**src/rtl/uart_pkg.sv**
```systemverilog
// Shared encodings for the UART command path: command/address widths, command
// codes, error-bit positions and the dispatcher state type.
package uart_pkg;

  localparam int CMDLENGTH = 3;
  localparam int IRLENGTH  = 5;

  localparam logic [CMDLENGTH-1:0] CMD_NOP       = 3'b000;
  localparam logic [CMDLENGTH-1:0] CMD_RESET     = 3'b001;
  localparam logic [CMDLENGTH-1:0] CMD_READ      = 3'b010;
  localparam logic [CMDLENGTH-1:0] CMD_CONT_READ = 3'b011;
  localparam logic [CMDLENGTH-1:0] CMD_WRITE     = 3'b100;

  localparam logic [IRLENGTH-1:0] ADDR_IDCODE = 5'h01;

  localparam int ERR_OVERFLOW = 0;
  localparam int ERR_ILLEGAL  = 1;
  localparam int ERR_TIMEOUT  = 2;

  typedef enum logic {
    ST_IDLE,
    ST_ISSUE
  } dispatch_state_t;

  function automatic logic is_legal_cmd(input logic [CMDLENGTH-1:0] cmd);
    return cmd inside {CMD_RESET, CMD_READ, CMD_CONT_READ, CMD_WRITE};
  endfunction

endpackage

```
**src/rtl/sync_fifo.sv**
```systemverilog
// Single-clock FIFO with a combinational head view; a push into a full FIFO is
// accepted only when a pop happens on the same edge.
module sync_fifo #(
  parameter int WIDTH = 8,
  parameter int DEPTH = 4
) (
  input  logic                       clk,
  input  logic                       rst,
  input  logic                       push,
  input  logic                       pop,
  input  logic [WIDTH-1:0]           data,
  output logic [WIDTH-1:0]           head,
  output logic                       full,
  output logic                       empty,
  output logic [$clog2(DEPTH+1)-1:0] count
);
  localparam int AW = $clog2(DEPTH);
  localparam int CW = $clog2(DEPTH + 1);

  logic [WIDTH-1:0] mem [DEPTH];
  logic [AW-1:0]    wr_ptr, rd_ptr;
  logic             do_push, do_pop;

  assign full    = (count == CW'(DEPTH));
  assign empty   = (count == '0);
  assign do_pop  = pop && !empty;
  assign do_push = push && (!full || do_pop);
  assign head    = mem[rd_ptr];

  // Storage needs no reset: entries are only read while counted as valid.
  always_ff @(posedge clk) begin
    if (do_push) mem[wr_ptr] <= data;
  end

  always_ff @(posedge clk or posedge rst) begin
    if (rst) begin
      wr_ptr <= '0;
      rd_ptr <= '0;
      count  <= '0;
    end else begin
      if (do_push) wr_ptr <= wr_ptr + AW'(1);
      if (do_pop)  rd_ptr <= rd_ptr + AW'(1);
      case ({do_push, do_pop})
        2'b10:   count <= count + CW'(1);
        2'b01:   count <= count - CW'(1);
        default: ;
      endcase
    end
  end

endmodule

```
**src/rtl/cmd_dispatch_queue.sv**
```systemverilog
// Queues UART command bytes and dispatches each to the read and/or write
// arbiter over valid/ready, with sticky overflow/illegal/timeout errors.
module cmd_dispatch_queue
  import uart_pkg::*;
#(
  parameter int CMD_WIDTH      = CMDLENGTH,
  parameter int ADDR_WIDTH     = IRLENGTH,
  parameter int DEPTH          = 4,
  parameter int TIMEOUT_CYCLES = 1024
) (
  input  logic                            CLK_I,
  input  logic                            RST_I,
  input  logic                            READ_I,
  input  logic                            CMD_REC_I,
  input  logic [CMD_WIDTH+ADDR_WIDTH-1:0] DATA_REC_I,
  output logic                            BUSY_O,
  output logic [$clog2(DEPTH+1)-1:0]      COUNT_O,
  output logic                            READ_VALID_O,
  input  logic                            READ_READY_I,
  output logic [CMD_WIDTH-1:0]            READ_COMMAND_O,
  output logic [ADDR_WIDTH-1:0]           READ_ADDRESS_O,
  output logic                            WRITE_VALID_O,
  input  logic                            WRITE_READY_I,
  output logic [CMD_WIDTH-1:0]            WRITE_COMMAND_O,
  output logic [ADDR_WIDTH-1:0]           WRITE_ADDRESS_O,
  output logic [2:0]                      ERROR_O,
  input  logic                            ERROR_CLR_I
);
  localparam int BW = CMD_WIDTH + ADDR_WIDTH;
  localparam int TW = (TIMEOUT_CYCLES > 0) ? $clog2(TIMEOUT_CYCLES + 1) : 1;

  dispatch_state_t       state_q, state_d;
  logic [CMD_WIDTH-1:0]  cmd_q, head_cmd, in_cmd;
  logic [ADDR_WIDTH-1:0] addr_q, head_addr;
  logic [BW-1:0]         head;
  logic [TW-1:0]         tmo_q;
  logic [2:0]            err_q, err_set;
  logic rd_done_q, wr_done_q, need_rd, need_wr, rd_act, wr_act, rd_hs, wr_hs;
  logic fifo_full, fifo_empty, push_req, push, pop, load, all_done, timeout_hit;

  assign in_cmd    = DATA_REC_I[BW-1 -: CMD_WIDTH];
  assign push_req  = READ_I && CMD_REC_I && (in_cmd != CMD_NOP);
  assign pop       = (state_q == ST_IDLE) && !fifo_empty;
  assign push      = push_req && (!fifo_full || pop);
  assign head_cmd  = head[BW-1 -: CMD_WIDTH];
  assign head_addr = head[ADDR_WIDTH-1:0];
  assign load      = pop && is_legal_cmd(head_cmd);

  sync_fifo #(.WIDTH(BW), .DEPTH(DEPTH)) u_fifo (
    .clk  (CLK_I),
    .rst  (RST_I),
    .push (push),
    .pop  (pop),
    .data (DATA_REC_I),
    .head (head),
    .full (fifo_full),
    .empty(fifo_empty),
    .count(COUNT_O)
  );

  assign BUSY_O = fifo_full;

  assign need_rd  = cmd_q inside {CMD_READ, CMD_CONT_READ, CMD_RESET};
  assign need_wr  = cmd_q inside {CMD_WRITE, CMD_RESET};
  assign rd_act   = (state_q == ST_ISSUE) && need_rd && !rd_done_q;
  assign wr_act   = (state_q == ST_ISSUE) && need_wr && !wr_done_q;
  assign rd_hs    = rd_act && READ_READY_I;
  assign wr_hs    = wr_act && WRITE_READY_I;
  assign all_done = (!need_rd || rd_done_q || rd_hs) && (!need_wr || wr_done_q || wr_hs);
  // Fires on the last permitted ISSUE cycle so valid is high exactly TIMEOUT_CYCLES cycles.
  assign timeout_hit = (TIMEOUT_CYCLES > 0) && (state_q == ST_ISSUE) &&
                       (tmo_q == TW'(TIMEOUT_CYCLES - 1));

  always_ff @(posedge CLK_I or posedge RST_I) begin
    if (RST_I) state_q <= ST_IDLE;
    else       state_q <= state_d;
  end

  always_comb begin
    state_d         = state_q;
    READ_VALID_O    = 1'b0;
    READ_COMMAND_O  = CMD_NOP;
    READ_ADDRESS_O  = '0;
    WRITE_VALID_O   = 1'b0;
    WRITE_COMMAND_O = CMD_NOP;
    WRITE_ADDRESS_O = '0;
    case (state_q)
      ST_IDLE: if (load) state_d = ST_ISSUE;
      ST_ISSUE: begin
        if (rd_act) begin
          READ_VALID_O   = 1'b1;
          READ_COMMAND_O = cmd_q;
          READ_ADDRESS_O = addr_q;
        end
        if (wr_act) begin
          WRITE_VALID_O   = 1'b1;
          WRITE_COMMAND_O = cmd_q;
          WRITE_ADDRESS_O = (cmd_q == CMD_RESET) ? ADDR_IDCODE : addr_q;
        end
        if (all_done || timeout_hit) state_d = ST_IDLE;
      end
      default: state_d = ST_IDLE;
    endcase
  end

  always_ff @(posedge CLK_I or posedge RST_I) begin
    if (RST_I) begin
      cmd_q     <= CMD_NOP;
      addr_q    <= '0;
      rd_done_q <= 1'b0;
      wr_done_q <= 1'b0;
      tmo_q     <= '0;
    end else if (load) begin
      cmd_q     <= head_cmd;
      addr_q    <= head_addr;
      rd_done_q <= 1'b0;
      wr_done_q <= 1'b0;
      tmo_q     <= '0;
    end else if (state_q == ST_ISSUE) begin
      rd_done_q <= rd_done_q | rd_hs;
      wr_done_q <= wr_done_q | wr_hs;
      if (TIMEOUT_CYCLES > 0) tmo_q <= tmo_q + TW'(1);
    end
  end

  always_comb begin
    err_set               = '0;
    err_set[ERR_OVERFLOW] = push_req && fifo_full && !pop;
    err_set[ERR_ILLEGAL]  = pop && !is_legal_cmd(head_cmd);
    err_set[ERR_TIMEOUT]  = timeout_hit && !all_done;
  end

  // A new event in the clearing cycle survives the clear.
  always_ff @(posedge CLK_I or posedge RST_I) begin
    if (RST_I) err_q <= '0;
    else       err_q <= (ERROR_CLR_I ? 3'b000 : err_q) | err_set;
  end

  assign ERROR_O = err_q;

endmodule
```
**config.mk**
```make
export PLATFORM = sky130hd
export DESIGN_NAME = cmd_dispatch_queue
export DESIGN_NICKNAME = d
export VERILOG_FILES = /design/src/rtl/uart_pkg.sv /design/src/rtl/sync_fifo.sv /design/src/rtl/cmd_dispatch_queue.sv
export SDC_FILE = /design/constraint.sdc
export NUM_CORES = 1
export LEC_CHECK = 0
export CAP_MARGIN = 15
export CORE_MARGIN = 4
export CORE_UTILIZATION = 30
export CTS_BUF_LIST = sky130_fd_sc_hd__clkbuf_2
export DETAILED_ROUTE_END_ITERATION = 8
export HOLD_SLACK_MARGIN = 0.12
export PLACE_DENSITY = 0.45
export SLEW_MARGIN = 30
export SYNTH_ARGS = -nofsm -noshare
export SYNTH_HDL_FRONTEND = slang
export SYNTH_SLANG_ARGS = --single-unit
```
**constraint.sdc**
```tcl
create_clock -name CLK_I -period 2.8 [get_ports CLK_I]
set_clock_uncertainty 0.2 [all_clocks]
set_input_delay 0.56 -clock CLK_I [delete_from_list [all_inputs] [get_ports CLK_I]]
set_output_delay 0.56 -clock CLK_I [all_outputs]
set_load 0.03 [all_outputs]
```
=== Yosys cells after proc, flatten, opt, wreduce, memory -nomap -nowiden ===
Memory sizes are Yosys's and may differ from the RTL's.
Cells that the tools add are included.

* Register bits: 32
* Memory bits (writable): 32
* Bits of input ports: 15
* Output and inout bits: 25
* Word-level logic and storage cells: 100
* Memories: 1

* Add/subtract/negate cells: 5
* Equal/unequal tests: 12
* Muxes and demuxes: 26
* Bitwise operators: 4
* Reductions and logical operators: 42

{| class="wikitable"
|+ Memories
! memory !! depth !! bits a word !! rd ports !! clocked after Yosys merged registers in !! write ports !! RTL line !! RTL
|-
| u_fifo.mem || 4 || 8 || 1 || 0 || 1 || sync_fifo.sv:20 || <nowiki>logic [WIDTH-1:0] mem [DEPTH];</nowiki>
|}

{| class="wikitable"
|+ Operators by type and width
! cell !! count
|-
| $mux 5 || 5
|-
| $mux 11 || 2
|-
| $logic_and 1x1->1 || 19
|-
| $mux 3 || 5
|-
| $eq 3x2->1 const B || 4
|-
| $mux 1 || 12
|-
| $add 11x1->11 const B || 1
|-
| $eq 11x10->1 const B || 1
|-
| $eq 3x3->1 const B || 3
|-
| $logic_not 1->1 || 9
|-
| $logic_or 1x1->1 || 7
|-
| $eq 3x1->1 const B || 2
|-
| $pmux 3 s2 || 1
|-
| $reduce_bool 2->1 || 3
|-
| $reduce_bool 3->1 || 2
|-
| $add 2x1->2 const B || 2
|-
| $reduce_bool 4->1 || 1
|-
| $add 3x1->3 const B || 1
|-
| $logic_not 3->1 || 1
|-
| $or 3x3->3 || 1
|-
| $sub 3x1->3 const B || 1
|-
| $eq 2x1->1 const B || 1
|-
| $eq 2x2->1 const B || 1
|-
| $or 1x1->1 || 2
|-
| 2 further kinds || 2
|}

=== Logic depth before layout (Yosys ltp) ===
Gate-level depths: netlist (run 1).

* Word-level depth: 10
* Mapped depth: 10
* Mapped depth without buffers: 10

=== Hierarchy ===
A second synthesis (run 1) with hierarchy kept.

* Cells, all modules: 239
* Area total of the unflattened synthesis: 2964.1 sq um

{| class="wikitable"
|+ By module, submodules not included
! module !! times used !! cells an instance !! area each (sq um) !! sequential area each (sq um)
|-
| sync_fifo || 1 || 96 || 1674.1 || 1136.1
|-
| cmd_dispatch_queue || 1 || 143 || 1290.0 || 625.6
|}

=== Least setup slack after synthesis (run 1) ===
Ideal clock, no wire load.

* Path type: reg-to-output
* Start point: register cmd_q[2]
* End point: output port READ_ADDRESS_O[0]
* Arrival time: 2.317 ns
* Data required time: 2.040 ns
* Path slack: -0.277 ns
* Cell stages (with the launch flop): 4
* Buffers on the path: 1
* Cell sequence: dfrtp_1 > clkbuf_1 > nor4_1 > and2_1

* Longest elaborated chain between the ends: 6
* Elaborated cells on any way between the ends: 8
* Classes of those cells: eq/ne: 3; mux: 2; reduce/logical: 3

{| class="wikitable"
|+ RTL lines
! element !! RTL line !! RTL
|-
| from (decl) || cmd_dispatch_queue.sv:33 || <nowiki>logic [CMD_WIDTH-1:0] cmd_q, head_cmd, in_cmd;</nowiki>
|-
| from (signal assigned) || cmd_dispatch_queue.sv:114 || <nowiki>cmd_q <= head_cmd;</nowiki>
|-
| $eq 3x2->1 or $eq 3x1->1 (tied branches) || cmd_dispatch_queue.sv:63 || <nowiki>assign need_rd = cmd_q inside {CMD_READ, CMD_CONT_READ, CMD_RESET};</nowiki>
|-
| $reduce_bool 3->1 (*) || cmd_dispatch_queue.sv:63 ||
|-
| $logic_and 1x1->1 (*) (2 in a row) || cmd_dispatch_queue.sv:65 || <nowiki>assign rd_act = (state_q == ST_ISSUE) && need_rd && !rd_done_q;</nowiki>
|-
| $mux 5 (*) || cmd_dispatch_queue.sv:90 || <nowiki>if (rd_act) begin</nowiki>
|-
| $mux 5 (*) || cmd_dispatch_queue.sv:87 || <nowiki>case (state_q)</nowiki>
|-
| to (decl) || cmd_dispatch_queue.sv:21 || <nowiki>output logic [ADDR_WIDTH-1:0] READ_ADDRESS_O,</nowiki>
|}

Every way passes the cells marked *; elsewhere a longest branch is shown, timed or not.

=== Final worst setup path (run 1) ===
* Start point: register cmd_q[2]
* End point: output port WRITE_COMMAND_O[0]

* Longest elaborated chain between the ends: 6
* Elaborated cells on any way between the ends: 7
* Classes of those cells: eq/ne: 2; mux: 2; reduce/logical: 3

{| class="wikitable"
|+ RTL lines
! element !! RTL line !! RTL
|-
| $eq 3x3->1 or $eq 3x1->1 (tied branches) || cmd_dispatch_queue.sv:64 || <nowiki>assign need_wr = cmd_q inside {CMD_WRITE, CMD_RESET};</nowiki>
|-
| $reduce_bool 2->1 (*) || cmd_dispatch_queue.sv:64 ||
|-
| $logic_and 1x1->1 (*) (2 in a row) || cmd_dispatch_queue.sv:66 || <nowiki>assign wr_act = (state_q == ST_ISSUE) && need_wr && !wr_done_q;</nowiki>
|-
| $mux 3 (*) || cmd_dispatch_queue.sv:95 || <nowiki>if (wr_act) begin</nowiki>
|-
| $mux 3 (*) || cmd_dispatch_queue.sv:87 ||
|-
| to (decl) || cmd_dispatch_queue.sv:24 || <nowiki>output logic [CMD_WIDTH-1:0] WRITE_COMMAND_O,</nowiki>
|}

Marked as above.

==> results of run 1 <==
## worst min path at each step
stage,from,endpoint,slack [ns],cells past startpoint
2_1_floorplan,addr_q[1]$_DFFE_PP0P_,addr_q[1]$_DFFE_PP0P_,0.29,1
3_3_place_gp,ERROR_O[2]$_DFF_PP0_,ERROR_O[2]$_DFF_PP0_,0.29,1
3_5_place_dp,ERROR_O[2]$_DFF_PP0_,ERROR_O[2]$_DFF_PP0_,0.30,1
4_1_cts,RST_I,tmo_q[7]$_DFFE_PP0P_,0.17,3
5_1_grt,RST_I,tmo_q[7]$_DFFE_PP0P_,0.20,3
6_report,RST_I,tmo_q[7]$_DFFE_PP0P_,0.22,3
## sequential cells by signal (all words and copies together), names as in the netlist
register       count
u_fifo.rd_ptr      2
ERROR_O            3
addr_q             5
u_fifo.wr_ptr      2
u_fifo.mem        32
wr_done_q          1
state_q            1
u_fifo.count       3
cmd_q              3
rd_done_q          1
tmo_q             11
## cell usage after synthesis (all sizes together)
master,number
mux2,8
o31ai,1
a31o,1
xnor2,6
ha,6
mux2i,1
a2111oi,1
nand4,4
nand2b,1
nor3,4
dfrtp,32
edfxtp,32
buf,5
conb,1
nor4,3
nor3b,1
and3,5
o2bb2ai,1
nor2,15
and2,16
o32ai,1
or3,1
nand2,12
o21a,1
a31oi,1
a21o,1
mux4,8
o21ai,3
a22o,2
clkbuf,3
fa,1
xor2,9
a21oi,5
o311ai,1
or4,1
inv,10
## cell type report
cell class | count | area, um2 | area share
Timing Repair Buffer | 58 | 510.5 | 0.1398
Clock buffer | 9 | 45.04 | 0.01233
Inverter | 10 | 37.54 | 0.01028
Sequential cell | 64 | 1764 | 0.4830
Clock inverter | 7 | 102.6 | 0.02809
Tap cell | 129 | 161.4 | 0.04419
Multi-Input combinational cell | 123 | 1031 | 0.2823
## cell families after synthesis
logic type      Yosys count
simple gates             63
compound gates           19
flops                    64
fa+ha+maj                 7
other cells               1
xor+xnor                 15
mux                      17
buf+inv                  18
## layer usage
layer	track usage	vias to the layer above	share of wire	wire length, um
li1	-	860	-	-
met1	0.1379	837	0.48	2630
met2	0.1639	31	0.47	2596
met3	0.04532	5	0.039	213
met4	0.03330	0	0.014	77
met5	0	-	0	0
## power by group
part	internal, mW	leakage, nW	total [mW]	switching (mW)
Clock	0.305	0.0831	0.669	0.365
Combinational	0.780	0.739	1.59	0.807
Sequential	1.21	0.693	1.41	0.201
Total	2.30	1.52	3.67	1.37
## worst min-delay path, delay by kind of cell
kind / cells / cell delay, ns
buf+inv: 3 / 0.82
## what timing repair did
action	in CTS	in global routing
hold endpoints to repair	0	0
setup buffers	0	4
resized for setup	4	6
pin swaps	0	1
hold buffers	0	0
setup endpoints to repair	7	8
==> impl_metrics.csv, run 1 <==
group,metric,value,unit
power,fin_total_pwr,3.668,mW
die,die-height,105.7,um
finish,area_growth,27.58,%
min_path,min_path_type,"in -> async",
timing,finalHoldViolCount,0,
run_status,status,"complete, no violations",
drt,viasPerCell,4.333,
clock_network,cts.sinks,64,
grt,grt_pass1_vias,1715,
die,dieArea,11170,um2
die,ios,40,
drt,drc,0,
clock_network,cts_max_path_buffers,2,
timing,fin_crit_sh,0.9281,
logic_synthesis,yosysWarnings,0,
finish,fillCellCount,928,
placement,dp.cells,380,
drt,drt_iter0_markers,54,
logic_synthesis,synthXorXnorAreaFrac,0.04589,
finish,antennaDiodeCount,0,
grt,grt_max_degree,33,
grt,grt.overflow.total,0,
critical_path,criticalPathCategory,"reg -> out",
placement,dp_hpwl,3.930,mm
logic_synthesis,synth-seq-cells,64,
logic_synthesis,synth_area_leaders,"edfxtp_1 (34%), dfrtp_1 (28%), mux4_1 (4.6%)",
logic_synthesis,yosysTopAreaCellShare,0.3357,
critical_path,reg2reg_depth,4,
timing,rsz0062_at_grt,"false",
critical_path,r2r_start,"u_fifo.rd_ptr[0]$_DFFE_PP0P_",
critical_path,cp.arrival,1.84,ns
critical_path,cp_slowest_cell,"dfrtp_2",
drt,routed_wirelength,5.517,mm
placement,dpl-instance-area,3472,um2
finish,design_area,3652,um2
critical_path,critPathMostFrequentCell,"buf_4",
logic_synthesis,synth_cells,204,
die,die_w,105.7,um
critical_path,crit_family,"flip-flops",
logic_synthesis,syn_area,2863,um2
critical_path,crit_cells,5,
critical_path,path_buf_inv,2,
drt,drt_pass1_iterations,4,
job,maxCapViolCount,0,
logic_synthesis,yosysUniqueCellTypes,40,
clock_network,cts_made_buffers,9,
clock_network,clock_latency,0.49,ns
clock_network,clk_pin_slew,0.20,ns
critical_path,cp-start-kind,"flop",
critical_path,path_max_fanout,4,
finish,fin_nets,288,
power,powerDensity,1004,nW/um2
timing,max_freq,0.3848,GHz
finish,fin_cells,400,
finish,finish.utilization,0.3934,
clock_network,cts_max_level,3,
timing,setup_viol,0,
placement,pre_cts_ws,-0.1079,ns
logic_synthesis,synth_seq_area_share,0.6154,
logic_synthesis,yosys.area_share.simple,0.1149,
critical_path,critPathCapture,"WRITE_COMMAND_O[0]",
logic_synthesis,synthAdderAreaFrac,0.03322,
die,std_cell_rows,35,
critical_path,path_cells,"xnor2_1, nor4_2, buf_4, and2_1, buf_4",
critical_path,worstReg2RegEnd,"cmd_q[1]$_DFFE_PP0P_",
clock_network,cts_root_buffer,"clkbuf_2",
power,peakVddDrop,246.7,uV
placement,numPortBuffers,37,
logic_synthesis,synth_top_area_cell,"edfxtp_1",
critical_path,crit_required,2.04,ns
critical_path,max_stage_delay,0.47,ns
timing,slew_violations,0,
critical_path,reg2reg_slack,0.23,ns
power,power.static_leakage,1.515,nW
placement,globalplace.congestion,0.6833,
die,core,9284,um2
grt,grt_pass1_wl,9.080,mm
logic_synthesis,syn_avg_cell_area,14.03,um2
critical_path,crit_start,"cmd_q[2]$_DFFE_PP0P_",
finish,final_cell_mix,"buf_4 (33), edfxtp_1 (32), dfrtp_1 (30)",
timing,setup_slack,0.2013,ns
timing,holdWs,0.2239,ns
finish,drive_above_1_share,0.2620,
logic_synthesis,muxShareOfSynthArea,0.1110,
timing,min_period,2.599,ns
logic_synthesis,synth_top_family_by_area,"simple AND/OR/NAND/NOR gates",
die,initial_core_util,0.3084,
drt,routed-via-count,1733,
logic_synthesis,synth-compound-area-share,0.04545,
finish,final_common_cell,"buf_4",
drt,antenna_left,0,
timing,tns,0,ns
critical_path,cp-end-kind,"primary output",
grt,grt_util_all_layers,0.1071,
grt,antenna_found_initial,0,
drt,drt-wirelength-per-cell,13.79,um
clock_network,tritoncts,"built",
Power figures use the tool's default switching activity.
==> run 2: changes to the inputs <==
Clock period 2.8 ns to 2.9 ns, I/O delays scaled along.
==> run 2 against run 1 <==
  * Routed wire length increased by 1.4%
  * Largest cell class unchanged
  * Worst hold slack better by 0.0033 ns
  * Register-to-register slack gained 0.09 ns
  * Combinational power down 6%
  * Global-route usage rose by 0.18 points
  * Cell area down 0.99%
  * Clock-buffer cell count did not move
  * Utilization is 0.39 points lower
  * Setup slack worse by 0.049 ns
  * Non-clock buffer count fell by 5
==> impl_metrics.csv, run 2 (synthesis results as in run 1) <==
group,metric,value,unit
run_status,status,"complete, no violations",
die,ios,40,
drt,routed_wirelength,5.594,mm
critical_path,crit_family,"buffers and inverters",
finish,fillCellCount,938,
timing,finalHoldViolCount,0,
critical_path,cp-start-kind,"flop",
clock_network,clock_latency,0.50,ns
critical_path,criticalPathCategory,"reg -> out",
clock_network,cts_made_buffers,9,
timing,fin_crit_sh,0.9476,
drt,antenna_left,0,
placement,globalplace.congestion,0.7135,
critical_path,cp-end-kind,"primary output",
job,maxCapViolCount,0,
clock_network,clk_pin_slew,0.22,ns
critical_path,path_buf_inv,2,
finish,final_cell_mix,"edfxtp_1 (32), dfrtp_1 (31), buf_4 (27)",
timing,setup_slack,0.1519,ns
grt,antenna_found_initial,0,
grt,grt_pass1_vias,1813,
finish,fin_nets,283,
critical_path,reg2reg_depth,4,
timing,tightestPinTransition,0.4901,ns
placement,numPortBuffers,37,
timing,max_freq,0.3639,GHz
die,die-height,105.7,um
clock_network,cts_max_level,3,
critical_path,crit_required,2.12,ns
critical_path,cp_slowest_cell,"clkdlybuf4s50_1",
critical_path,path_max_fanout,4,
finish,drive_above_1_share,0.2406,
finish,final_common_cell,"edfxtp_1",
drt,drt_pass1_iterations,4,
grt,grt_max_degree,33,
critical_path,reg2reg_slack,0.32,ns
clock_network,cts.sinks,64,
drt,drc,0,
finish,top_regs,"u_fifo.mem: 32 flops, tmo_q: 11 flops, addr_q: 5 flops",
clock_network,ctsHoldBuffers,0,
power,power.static_leakage,1.476,nW
finish,largest_reg_flops,32,
critical_path,cp.arrival,1.97,ns
power,peakVddDrop,242.1,uV
timing,min_period,2.748,ns
clock_network,tritoncts,"built",
die,dieArea,11170,um2
placement,dp_hpwl,3.924,mm
critical_path,path_cells,"inv_1, and3_1, clkdlybuf4s50_1",
timing,setup_viol,0,
clock_network,cts_max_path_buffers,2,
critical_path,crit_start,"u_fifo.count[0]$_DFFE_PP0P_",
power,powerDensity,971.8,nW/um2
finish,multi_input_area,1040,um2
grt,grt_pass1_wl,9.370,mm
finish,ff_latch_area,1763,um2
timing,slew_violations,0,
grt,grt_util_all_layers,0.1090,
finish,top_register,"u_fifo.mem",
drt,viasPerCell,4.354,
critical_path,r2r_start,"u_fifo.rd_ptr[0]$_DFFE_PP0P_",
min_path,min_path_type,"in -> async",
timing,tns,0,ns
grt,grt.overflow.total,0,
timing,max_slew_margin,0.6708,
die,core,9284,um2
critical_path,worstReg2RegEnd,"cmd_q[1]$_DFFE_PP0P_",
clock_network,cts_root_buffer,"clkbuf_2",
die,initial_core_util,0.3084,
finish,area_growth,26.31,%
drt,drt-wirelength-per-cell,14.16,um
drt,drt_iter0_markers,36,
placement,pre_cts_ws,-0.03682,ns
critical_path,max_stage_delay,0.70,ns
finish,antennaDiodeCount,0,
die,std_cell_rows,35,
die,die_w,105.7,um
drt,routed-via-count,1720,
run 2: stage by stage:
step | instance area, um2 | hold WS [ns] | total power [mW] | instances | util
6_report | 3616 | 0.2272 | 3.514 | 395 | 0.3895
5_1_grt | 3616 | 0.2340 | 3.771 | 395 | 0.3895
4_1_cts | 3600 | 0.2021 | 3.555 | 394 | 0.3877
3_5_place_dp | 3433 | 0.2986 | 2.875 | 378 | 0.3698
3_3_place_gp | 3433 | 0.2964 | 2.873 | 378 | 0.3698
2_1_floorplan | 2873 | 0.2875 | 2.432 | 205 | -
run 2: worst max-delay path by stage:
stage,slack [ns],end,cells past startpoint
2_1_floorplan,0.009,WRITE_COMMAND_O[0],4
3_3_place_gp,0.01,u_fifo.count[2]$_DFFE_PP0P_,11
3_5_place_dp,-0.04,u_fifo.count[2]$_DFFE_PP0P_,11
4_1_cts,-0.02,WRITE_ADDRESS_O[4],6
5_1_grt,-0.003,WRITE_ADDRESS_O[4],6
6_report,0.15,BUSY_O,3
run 2: area by class of cell:
| class | count | area share |
|---|---|---|
| Tap cell | 129 | 0.04464 |
| Multi-Input combinational cell | 123 | 0.2875 |
| Timing Repair Buffer | 53 | 0.1291 |
| Clock inverter | 7 | 0.02837 |
| Clock buffer | 9 | 0.01246 |
| Sequential cell | 64 | 0.4875 |
| Inverter | 10 | 0.01038 |
run 2: where the power goes:
group          leakage, nW  switching (mW)  internal (mW)  total, mW
Clock               0.0831           0.356          0.294      0.651
Sequential           0.695           0.201           1.17       1.37
Combinational        0.698           0.778          0.716       1.49
Total                 1.48            1.34           2.18       3.51
run 2: metal layers:
metal / vias to the layer above / share of wire / GRT usage
li1: 845 / - / -
met1: 842 / 0.45 / 0.1337
met2: 25 / 0.50 / 0.1799
met3: 8 / 0.035 / 0.03368
met4: 0 / 0.016 / 0.04163
met5: - / 0 / 0
run 2: timing repair:
| action | 4_1_cts | 5_1_grt |
|---|---|---|
| setup endpoints to repair | 13 | 5 |
| resized for setup | 15 | 3 |
| buffers inserted | 0 | 1 |
| cloned | 0 | 0 |
run 2: worst reg2reg max path, stage by stage, from the launching register on:
cell and delay (ns):
dfrtp_1 0.63, mux4_2 0.62, o21ai_0 0.24, and3_4 0.42, mux2_2 0.38
==> run 3: changes to the inputs <==
Settings changed: CTS_CLUSTER_DIAMETER from default to 100, PLACE_DENSITY 0.45 to default, PLACE_DENSITY_LB_ADDON from default to 0.3.
==> run 3 against run 2 <==
  * Register-to-register slack worse by 0.09 ns
  * Non-clock buffer count down 1
  * Die area unchanged
  * Worst hold slack better by 0.014 ns
  * Sequential cell count unchanged
  * Clock power down 17%
  * Cell area down 1.1%
  * Critical path depth up 3
  * Sequential power about the same
  * Final cell count down 0.25%
  * Combinational power about the same
  * Critical path type unchanged
==> impl_metrics.csv, run 3 (synthesis results as in run 1) <==
group,metric,value,unit
run_status,status,"complete, no violations",
finish,top_regs,"u_fifo.mem: 32 flops, tmo_q: 11 flops, addr_q: 5 flops",
critical_path,cp-start-kind,"flop",
finish,fillCellCount,910,
die,die_w,105.7,um
drt,antenna_left,0,
drt,drt_iter0_markers,90,
finish,design_area,3577,um2
timing,tightestPinTransition,0.5010,ns
grt,antenna_found_initial,0,
grt,grt.busiest_layer,"met2",
drt,drc,0,
drt,drt_pass1_iterations,4,
grt,grt.overflow.total,0,
drt,routed-via-count,1753,
timing,max_slew_margin,0.6573,
power,p_int,2.070,mW
clock_network,cts_made_buffers,9,
critical_path,cp-end-kind,"primary output",
placement,globalplace.congestion,0.7324,
finish,fin_nets,282,
clock_network,clock_latency,0.50,ns
grt,met3_usage,0.04164,
clock_network,cts_root_buffer,"clkbuf_2",
die,die-height,105.7,um
power,seq_power_share,0.411,
power,pwr-share-comb,0.430,
timing,rsz0062_at_grt,"false",
clock_network,cts_max_path_buffers,2,
timing,slew_violations,0,
finish,antennaDiodeCount,0,
die,core,9284,um2
power,peakVddDrop,262.7,uV
drt,routed_wirelength,5.504,mm
critical_path,cp.arrival,1.97,ns
clock_network,tritoncts,"built",
die,ios,40,
min_path,min_path_type,"in -> async",
critical_path,criticalPathCategory,"reg -> out",
timing,fin_crit_sh,0.9493,
power,p_switching,1.321,mW
timing,max_freq,0.3632,GHz
timing,holdWs,0.2410,ns
grt,grt_pass1_vias,1860,
power,powerDensity,947.9,nW/um2
clock_network,cts.sinks,64,
finish,top_register,"u_fifo.mem",
power,power.static_leakage,1.470,nW
timing,setup_viol,0,
placement,dp_hpwl,3.802,mm
grt,grt_use_met1,0.1290,
power,p_sw_frac,0.3896,
placement,dpl-instance-area,3426,um2
grt,grt_max_degree,33,
clock_network,clk_pin_slew,0.19,ns
timing,finalHoldViolCount,0,
drt,drt-wirelength-per-cell,13.97,um
power,pwr-share-clk,0.160,
finish,largest_reg_flops,32,
drt,viasPerCell,4.449,
grt,use_met2,0.1749,
clock_network,cts_max_level,3,
clock_network,ctsHoldBuffers,0,
grt,grt_util_all_layers,0.1073,
critical_path,crit_required,2.12,ns
die,initial_core_util,0.3084,
placement,numPortBuffers,37,
finish,drive_above_1_share,0.2340,
finish,area_growth,24.96,%
critical_path,path_max_fanout,5,
grt,grt_pass1_wl,9.301,mm
die,std_cell_rows,35,
finish,final_cell_mix,"edfxtp_1 (32), dfrtp_1 (29), buf_4 (23)",
timing,min_period,2.753,ns
die,dieArea,11170,um2
finish,final_common_cell,"edfxtp_1",
job,maxCapViolCount,0,
==> run 3: worst max-delay path, stage by stage, from the launching register on <==
cell	delay, ns
dfrtp_2	0.49
nor2_4	0.16
nand2_1	0.07
nor3_1	0.18
buf_4	0.17
and2_1	0.12
clkdlybuf4s15_2	0.29
==> run 3: routing by layer <==
layer	vias up	routed length [um]
met2	31	2695
met1	869	2488
met5	-	0
met4	0	81
li1	846	-
met3	7	239
==> run 3: area by class of cell <==
cell class | instances | area, um2 | share of cell area
multi-input cells | 123 | 1040 | 0.2907
inverters | 10 | 37.54 | 0.01049
clock inverters | 7 | 71.32 | 0.01994
repair buffers | 52 | 456.7 | 0.1277
well taps | 129 | 161.4 | 0.04512
flip-flops and latches | 64 | 1765 | 0.4935
clock buffers | 9 | 45.04 | 0.01259
==> run 3: timing repair <==
item,CTS,global route
resized for setup,17,12
setup endpoints to repair,10,15
setup buffers,0,2
pin swaps,0,0
==> run 3: path summary, 6_finish.rpt <==
| check | from | endpoint | slack, ns | cells past startpoint |
|---|---|---|---|---|
| setup / recovery | cmd_q[0]$_DFFE_PP0P_ | WRITE_ADDRESS_O[2] | 0.15 | 6 |
| hold / removal | RST_I | ERROR_O[2]$_DFF_PP0_ | 0.24 | 3 |
| setup reg to reg | u_fifo.rd_ptr[0]$_DFFE_PP0P_ | cmd_q[1]$_DFFE_PP0P_ | 0.23 | 4 |
| hold reg to reg | ERROR_O[0]$_DFF_PP0_ | ERROR_O[0]$_DFF_PP0_ | 0.34 | 1 |
| max in group asynchronous | RST_I | ERROR_O[0]$_DFF_PP0_ | 1.92 | 3 |
| min in group CLK_I | ERROR_O[0]$_DFF_PP0_ | ERROR_O[0]$_DFF_PP0_ | 0.34 | 1 |
==> run 3: metrics by stage <==
stage	worst slack, ns	TNS, ns	power, mW	utilization	std cells
6_report	0.1470	0	3.391	0.3853	394
5_1_grt	0.01196	0	3.649	0.3853	394
4_1_cts	-0.01194	-0.02031	3.396	0.3822	392
3_5_place_dp	-0.1277	-0.1277	2.846	0.3690	376
3_3_place_gp	-0.06251	-0.06251	2.811	0.3690	376
2_1_floorplan	0.009185	0	2.432	-	205
==> run 3: power groups by stage <==
stage	Sequential (mW)	Clock (mW)	Combinational, mW
floorplan	1.35	0	1.08
global placement	1.40	0	1.42
detailed placement	1.40	0	1.44
CTS	1.39	0.562	1.45
global route	1.44	0.609	1.60
finish	1.39	0.542	1.46
